File: src/rtl/pipe_hazard_ctrl_pkg.sv
// Shared pipeline definitions: controller states and register-index constants.
package pipe_hazard_ctrl_pkg;

    localparam int unsigned REG_IDX_W = 5;
    localparam logic [REG_IDX_W-1:0] REG_ZERO = 5'd0;

    // RUN: pipeline flows; WAIT: a data-memory access is outstanding.
    typedef enum logic {
        StRun  = 1'b0,
        StWait = 1'b1
    } ctrlStateT;

endpackage

File: src/rtl/pipe_hazard_ctrl_hazard_detect.sv
// Combinational load-use detection between the ID instruction and a load in EX.
module hazard_detect
    import pipe_hazard_ctrl_pkg::*;
(
    input  logic [REG_IDX_W-1:0] IdRs1In,
    input  logic [REG_IDX_W-1:0] IdRs2In,
    input  logic                 IdUsesRs1In,
    input  logic                 IdUsesRs2In,
    input  logic [REG_IDX_W-1:0] ExRdIn,
    input  logic                 ExMemReadIn,
    output logic                 LoadUseOut
);

    // A load writing x0 never creates a dependency.
    always_comb begin
        LoadUseOut = ExMemReadIn && (ExRdIn != REG_ZERO) &&
                     ((IdUsesRs1In && (IdRs1In == ExRdIn)) ||
                      (IdUsesRs2In && (IdRs2In == ExRdIn)));
    end

endmodule

File: src/rtl/pipe_hazard_ctrl.sv
// Pipeline sequencing controller: stalls, squashes, memory waits and perf counters.
module pipe_hazard_ctrl
    import pipe_hazard_ctrl_pkg::*;
#(
    parameter int unsigned CNT_W   = 16,
    parameter int unsigned TIMEOUT = 64
) (
    input  logic                 clkIn,
    input  logic                 resetIn,
    input  logic [REG_IDX_W-1:0] IdRs1In,
    input  logic [REG_IDX_W-1:0] IdRs2In,
    input  logic                 IdUsesRs1In,
    input  logic                 IdUsesRs2In,
    input  logic [REG_IDX_W-1:0] ExRdIn,
    input  logic                 ExMemReadIn,
    input  logic                 ExBranchTakenIn,
    input  logic                 DMemReqIn,
    input  logic                 DMemAckIn,
    output logic                 PcWriteOut,
    output logic                 IfIdWriteOut,
    output logic                 IfIdFlushOut,
    output logic                 IdExWriteOut,
    output logic                 IdExFlushOut,
    output logic                 ExMemWriteOut,
    output logic                 MemWbWriteOut,
    output logic [CNT_W-1:0]     StallCntOut,
    output logic [CNT_W-1:0]     FlushCntOut,
    output logic                 MemErrOut
);

    localparam logic [CNT_W-1:0] WcntInit = CNT_W'(TIMEOUT - 1);
    localparam logic [CNT_W-1:0] CntMax   = '1;

    ctrlStateT        stateQ, stateD;
    logic [CNT_W-1:0] wcntQ, wcntD;
    logic [CNT_W-1:0] stallCntQ, flushCntQ;
    logic             memErrQ;
    logic             loadUse;
    logic             hold;
    logic             timeout;
    logic             branchWin;

    hazard_detect uHazardDetect (
        .IdRs1In     (IdRs1In),
        .IdRs2In     (IdRs2In),
        .IdUsesRs1In (IdUsesRs1In),
        .IdUsesRs2In (IdUsesRs2In),
        .ExRdIn      (ExRdIn),
        .ExMemReadIn (ExMemReadIn),
        .LoadUseOut  (loadUse)
    );

    // Freeze conditions: an unacknowledged access, bounded by the wait counter.
    always_comb begin
        hold    = 1'b0;
        timeout = 1'b0;
        unique case (stateQ)
            StRun:  hold = DMemReqIn && !DMemAckIn;
            StWait: begin
                hold    = !DMemAckIn && (wcntQ != '0);
                timeout = !DMemAckIn && (wcntQ == '0);
            end
            default: ;
        endcase
    end

    // Prioritised pipeline-register controls; everything quiet while in reset.
    always_comb begin
        PcWriteOut    = 1'b0;
        IfIdWriteOut  = 1'b0;
        IfIdFlushOut  = 1'b0;
        IdExWriteOut  = 1'b0;
        IdExFlushOut  = 1'b0;
        ExMemWriteOut = 1'b0;
        MemWbWriteOut = 1'b0;
        branchWin     = 1'b0;
        if (resetIn && !hold) begin
            PcWriteOut    = 1'b1;
            IfIdWriteOut  = 1'b1;
            IdExWriteOut  = 1'b1;
            ExMemWriteOut = 1'b1;
            MemWbWriteOut = 1'b1;
            if (ExBranchTakenIn) begin
                // The ID instruction is squashed anyway, so load-use is moot.
                branchWin    = 1'b1;
                IfIdFlushOut = 1'b1;
                IdExFlushOut = 1'b1;
            end else if (loadUse) begin
                PcWriteOut   = 1'b0;
                IfIdWriteOut = 1'b0;
                IdExFlushOut = 1'b1;
            end
        end
    end

    // Next state and wait-counter sequencing.
    always_comb begin
        stateD = stateQ;
        wcntD  = wcntQ;
        unique case (stateQ)
            StRun: begin
                if (DMemReqIn && !DMemAckIn) begin
                    stateD = StWait;
                    wcntD  = WcntInit;
                end
            end
            StWait: begin
                if (DMemAckIn) begin
                    stateD = StRun;
                end else if (wcntQ != '0) begin
                    wcntD = wcntQ - CNT_W'(1);
                end else begin
                    stateD = StRun;
                end
            end
            default: stateD = StRun;
        endcase
    end

    // State, saturating counters and sticky error flag.
    always_ff @(posedge clkIn or negedge resetIn) begin
        if (!resetIn) begin
            stateQ    <= StRun;
            wcntQ     <= '0;
            stallCntQ <= '0;
            flushCntQ <= '0;
            memErrQ   <= 1'b0;
        end else begin
            stateQ <= stateD;
            wcntQ  <= wcntD;
            if (!PcWriteOut && (stallCntQ != CntMax)) begin
                stallCntQ <= stallCntQ + CNT_W'(1);
            end
            if (branchWin && (flushCntQ != CntMax)) begin
                flushCntQ <= flushCntQ + CNT_W'(1);
            end
            if (timeout) begin
                memErrQ <= 1'b1;
            end
        end
    end

    assign StallCntOut = stallCntQ;
    assign FlushCntOut = flushCntQ;
    assign MemErrOut   = memErrQ;

endmodule

File: config.mk
export PLATFORM = sky130hd
export DESIGN_NAME = pipe_hazard_ctrl
export DESIGN_NICKNAME = d
export VERILOG_FILES = /design/src/rtl/pipe_hazard_ctrl_pkg.sv /design/src/rtl/pipe_hazard_ctrl_hazard_detect.sv /design/src/rtl/pipe_hazard_ctrl.sv
export SDC_FILE = /design/constraint.sdc
export NUM_CORES = 1
export LEC_CHECK = 0
export ABC_AREA = 1
export BUFFER_PORTS_ARGS = -buffer_cell sky130_fd_sc_hd__buf_2
export CORE_ASPECT_RATIO = 0.7
export CORE_MARGIN = 4
export CORE_UTILIZATION = 45
export DETAILED_ROUTE_END_ITERATION = 7
export GPL_TIMING_DRIVEN = 0
export MAX_ROUTING_LAYER = met4
export PLACE_DENSITY_LB_ADDON = 0.12
export SETUP_SLACK_MARGIN = 0.05
export SKIP_CTS_REPAIR_TIMING = 1
export SLEW_MARGIN = 25
export SYNTH_ARGS = -nofsm -noshare
export SYNTH_HDL_FRONTEND = slang
export SYNTH_SLANG_ARGS = --single-unit
File: constraint.sdc
create_clock -name clkIn -period 5.42 [get_ports clkIn]
set_input_delay 1.084 -clock clkIn [delete_from_list [all_inputs] [get_ports clkIn]]
set_output_delay 1.084 -clock clkIn [all_outputs]
set_load 0.01 [all_outputs]
==> flow_summary.ini, run 1 <==
[clocking]
cts_buffer_depth = 2
root_buffer = clkbuf_8
cts_sinks = 50
ctsHtreeMaxLevel = 2
clkTransAtPathRegs_ps = 80
cts_tree = yes
numCtsBuffers = 5
clk_latency_ps = 310

[layout]
layout.nets = 568
fillers = 660
area_growth_syn_to_layout_pct = 17.49
postLayoutCellArea_um2 = 3850
drive_gt1_share_pct = 18.82
antenna_cells = 0

[power_and_ir_drop]
ir_worst_vdd_uv = 173.8
power_w = 0.001013
p_leak_nw = 2.052
powerDensity_nw_per_um2 = 263.2

[detailed_routing]
drtAntennaViolNets = 0
remaining_drc_errors = 0
drt_first_pass_iters = 4
wl_um = 7068
viasPerCell = 4.714
first_iter_violations = 117
wl_per_cell_um = 11.11
vias = 2998

[floorplan]
die_h_um = 79.40
ios = 63
die-area_um2 = 8733
initial_core_util_pct = 47.40
die_x_um = 110.0
num_rows = 25
core_um2 = 6913

[synthesis]
async_flop_share_pct = 100.0
yosysTopAreaCell = dfrtp_1
synth_seq_area_share_pct = 38.18
ys.flop_type = dfrtp_1
synth-seq-cells = 50
post-synth-top-area-fraction_pct = 38.18
synth_nets = 499
synth.most_common_cell = nand2_1
synth_area_um2 = 3277
netlist_instances = 472
synthDistinctLibCells = 29
ys_top_cells_by_area = dfrtp_1 (38%), nand2_1 (19%), nand3_1 (6.9%)
avgSynthCellArea_um2 = 6.943
synth_edf_count = 0
yosys-top-cells-count = nand2_1 (169), inv_1 (56), nor2_1 (55)
yosysWarnings = 0

[grt]
grt-ovfl-total = 0
first_global_vias = 2758
grt_max_degree = 52
met2_usage_pct = 26.88
antenna_found_initial = 0
grt_pass1_wl_um = 12350
grt_util_met3_pct = 3.395
met1_usage_pct = 25.04
grt_usage_pct = 17.96
busiest_layer = met2

[placement]
post_dp_cell_area_um2 = 3707
io_buffers = 62
dp_hpwl_um = 5359
gp_congestion = 0.9245

[setup_path]
worstSetupPathType = input port to output port
required_ps = 4340
end_kind = output port
timing.critical_path.arrival_ps = 2500
worst-r2r-cell-count = 12
crit_fanout = 51
start_kind = input port

[sta]
worstMarginPinSlew_ps = 655.8
finalCriticalPeriod_ps = 3587
rsz0062_at_grt = no
fmax_ghz = 0.2788
slew_headroom_pct = 56.28
hold_viol = 0
fin_crit_sh_pct = 66.18
fin_skew_ps = 12.65
final_max_slew_viol_count = 0
setup-tns-final_ps = 0
setup_viol_count_final = 0

[hold_path]
hp-class = flop to flop
whs_path_depth = 1

[run]
drv_cap = 0

[run_status]
status = finished clean
-- critical path: stages --
cell and delay [ps]:
buf_4 500, nand2_4 130, inv_2 130, nand2_4 120, buf_2 210, inv_1 80
buf_4 90, buf_2 110
-- logic make-up after synthesis --
logic type / after synthesis / synth area share (%)
AND/OR/NAND/NOR: 299 / 39.06
buffers and inverters: 69 / 8.973
XOR/XNOR: 27 / 7.216
flip-flops: 50 / 38.18
AO/OA/AOI/OAI: 23 / 5.040
adder cells (fa/ha/maj): 4 / 1.527
-- where the power goes --
| part | leakage, nW | internal (W) | switching (W) |
|---|---|---|---|
| clock | 0.0714 | 0.000197 | 0.000128 |
| combinational | 1.32 | 0.0000961 | 0.000124 |
| sequential | 0.662 | 0.000414 | 0.0000539 |
-- stage by stage --
step	utilization, %	instances	hold slack (ps)	setup WS (ps)
final	55.69	636	485.6	1833
after global routing	55.69	636	552.1	1627
after floorplan	-	472	499.5	2238
after detailed placement	53.63	628	471.6	1757
after CTS	55.69	636	492.2	1752
after global placement	53.59	628	456.4	1374
-- final timing paths --
| path | startpoint | endpoint | slack, ps |
|---|---|---|---|
| worst min register to register | MemErrOut | MemErrOut | 490 |
| worst min-delay path | MemErrOut | MemErrOut | 490 |
| max in group asynchronous | resetIn | wcntQ[7] | 4180 |
| worst max register to register | wcntQ[0] | StallCntOut[11] | 3490 |
| worst max-delay path | resetIn | PcWriteOut | 1830 |
| min in group asynchronous | resetIn | StallCntOut[14] | 800 |
-- state kept, by name (all words and copies together), names as in the netlist --
register and cells:
FlushCntOut 16, MemErrOut 1, StallCntOut 16, stateQ 1
wcntQ 16
-- placed cells by master, fill, tap and decap left out, drive strengths merged --
master  instances
inv            58
a21boi          1
o31ai           5
ha              4
bufinv          2
buf            72
xor2           16
o21ai          12
nand2         176
nor2           61
a21oi           3
dfrtp          50
nand3          45
nand4           7
nand3b          2
nor3            6
or2             1
nor3b           1
clkbuf          7
xnor2          11
o21bai          2
-- area by class of cell --
cell class              count  area, um^2  area share (%)
clock buffers               6       82.58           2.145
well taps                  94       117.6           3.055
multi-input cells         353        1732           44.98
inverters                  58       217.7           5.655
repair buffers             62       312.8           8.125
plain buffers              11       76.32           1.982
flip-flops and latches     50        1251           32.50
clock inverters             2       60.06           1.560
-- layer usage --
layer	part of all wire, %	vias to the layer above
met3	4.6	8
met5	0	-
met2	42	61
met1	52	1335
li1	-	1594
met4	0.96	0
Power figures use the tool's default switching activity.
==> run 2, diff against run 1 <==
clock period = 3.1 ns   (was 5.42 ns; I/O delays follow)
==> run 2 against run 1 <==
- worst setup slack worse by 1400 ps
- routed wire length is 0.85% lower
- clock power is 75% higher
- critical path depth up 4
- design area shrank 0.13%
- cell count fell by 0.16%
- count of clock-buffer cells in the layout is the same
- critical endpoint unchanged
==> flow_summary.ini, run 2 (synthesized netlist as in run 1, its figures left out) <==
[run_status]
status = finished clean

[detailed_routing]
first_iter_violations = 120
wirelength_met1_um = 3659
drt_first_pass_iters = 4
remaining_drc_errors = 0
met3_wirelength_um = 317
wl_um = 7008
drtAntennaViolNets = 0
highest_layer = met4
wl_met2_um = 2963
wl_per_cell_um = 11.04
viasPerCell = 4.743
vias = 3012

[power_and_ir_drop]
ir_worst_vdd_uv = 303.6
power_w = 0.001770
p_int_w = 0.001235
pwr-share-seq_pct = 46.2
swShare_pct = 30.20
p_sw_w = 0.0005346
powerDensity_nw_per_um2 = 460.4
pwr-share-clk_pct = 32.1
combPwrFrac_pct = 21.7
p_leak_nw = 2.048

[layout]
drive_gt1_share_pct = 18.85
antenna_cells = 0
final_cell_mix = nand2_1 (169), buf_2 (64), inv_1 (55), nor2_1 (55), dfrtp_1 (50)
fillers = 661
fin_util_pct = 55.62
area_growth_syn_to_layout_pct = 17.33
postLayoutCellArea_um2 = 3845
layout_commonest_cell = nand2_1
layout.nets = 567

[clocking]
root_buffer = clkbuf_8
cts_sinks = 50
clkTransAtPathRegs_ps = 90
clk_latency_ps = 310
numCtsBuffers = 5
cts_buffer_depth = 2
ctsHtreeMaxLevel = 2
cts_tree = yes

[floorplan]
num_rows = 25
core_um2 = 6913
initial_core_util_pct = 47.40
die-area_um2 = 8733
die_x_um = 110.0
die_h_um = 79.40
ios = 63

[sta]
fin_skew_ps = 11.63
fmax_ghz = 0.3692
rsz0062_at_grt = no
worst_slack_ps = 391.8
finalCriticalPeriod_ps = 2708
worstMarginPinSlew_ps = 656.2
fin_crit_sh_pct = 87.36
final_max_slew_viol_count = 0
setup_viol_count_final = 0
slew_headroom_pct = 56.26
hold_viol = 0
hold_ws_ps = 333.6

[grt]
first_global_vias = 2758
grt-ovfl-total = 0
grt_max_degree = 52
grt_usage_pct = 17.96
grt_pass1_wl_um = 12350
antenna_found_initial = 0

[placement]
dp_hpwl_um = 5359
io_buffers = 62
place_ws_ps = 364.6
gp_congestion = 0.9245
post_dp_cell_area_um2 = 3707

[setup_path]
critPathTopFamily = simple AND/OR/NAND/NOR gates
path_buf_inv = 5
timing.critical_path.arrival_ps = 2090
r2r_slack_ps = 1220
crit_slowest_cell = dfrtp_1
crit_fanout = 18
cp_slowest_stage_delay_ps = 390
required_ps = 2480
start_kind = flop
worstSetupPathType = flop to output port
end_kind = output port
path_common_cell = nand2_4
worstPathCellList = inv_2 > ha_1 > nand4_1 > nor2_2 > nand2_2 > nand2_4 > nand2_4 > inv_2 > nand2_4 > inv_1 > buf_4 > buf_2

[hold_path]
hp-class = input port to asynchronous set/reset pin

[run]
drv_cap = 0
-- run 2: cell types whose count changed in the layout (fill, tap and decap cells not counted), sizes merged --
| cell | before | now |
|---|---|---|
| buf | 72 | 71 |
-- run 2: layer usage --
layer | global-route usage [%] | up-vias
met5 | - | -
met4 | 4.732 | 0
met3 | 3.395 | 8
met2 | 26.88 | 60
met1 | 25.04 | 1352
li1 | - | 1592
-- run 2: power groups by stage --
stage	combinational [W]	clock, W	sequential (W)
floorplan	0.000231	0	0.000841
global placement	0.000385	0	0.000826
detailed placement	0.000392	0	0.000831
CTS	0.000392	0.000585	0.000818
global route	0.000447	0.000611	0.000835
finish	0.000384	0.000568	0.000818
-- run 2: cell type report --
cell class                      count  area [um^2]  share of cell area, %
Sequential cell                    50         1251                  32.54
Clock buffer                        6        82.58                  2.148
Timing Repair Buffer               62        312.8                  8.135
Inverter                           58        217.7                  5.662
Buffer                             10        71.32                  1.855
Clock inverter                      2        60.06                  1.562
Tap cell                           94        117.6                  3.059
Multi-Input combinational cell    353         1732                  45.04
-- run 2: final timing paths --
kind	startpoint	endpoint	cells after the start
max reg2reg	wcntQ[0]	StallCntOut[3]	12
max in group asynchronous	resetIn	wcntQ[7]	1
min reg2reg	MemErrOut	MemErrOut	1
min	resetIn	StallCntOut[14]	1
max	wcntQ[0]	PcWriteOut	12
min in group clkIn	MemErrOut	MemErrOut	1
-- run 2: stage by stage --
stage	setup TNS, ps	instances
5_1_grt	0	635
4_1_cts	0	636
3_5_place_dp	0	628
3_3_place_gp	-17.71	628
6_report	0	635
2_1_floorplan	0	472
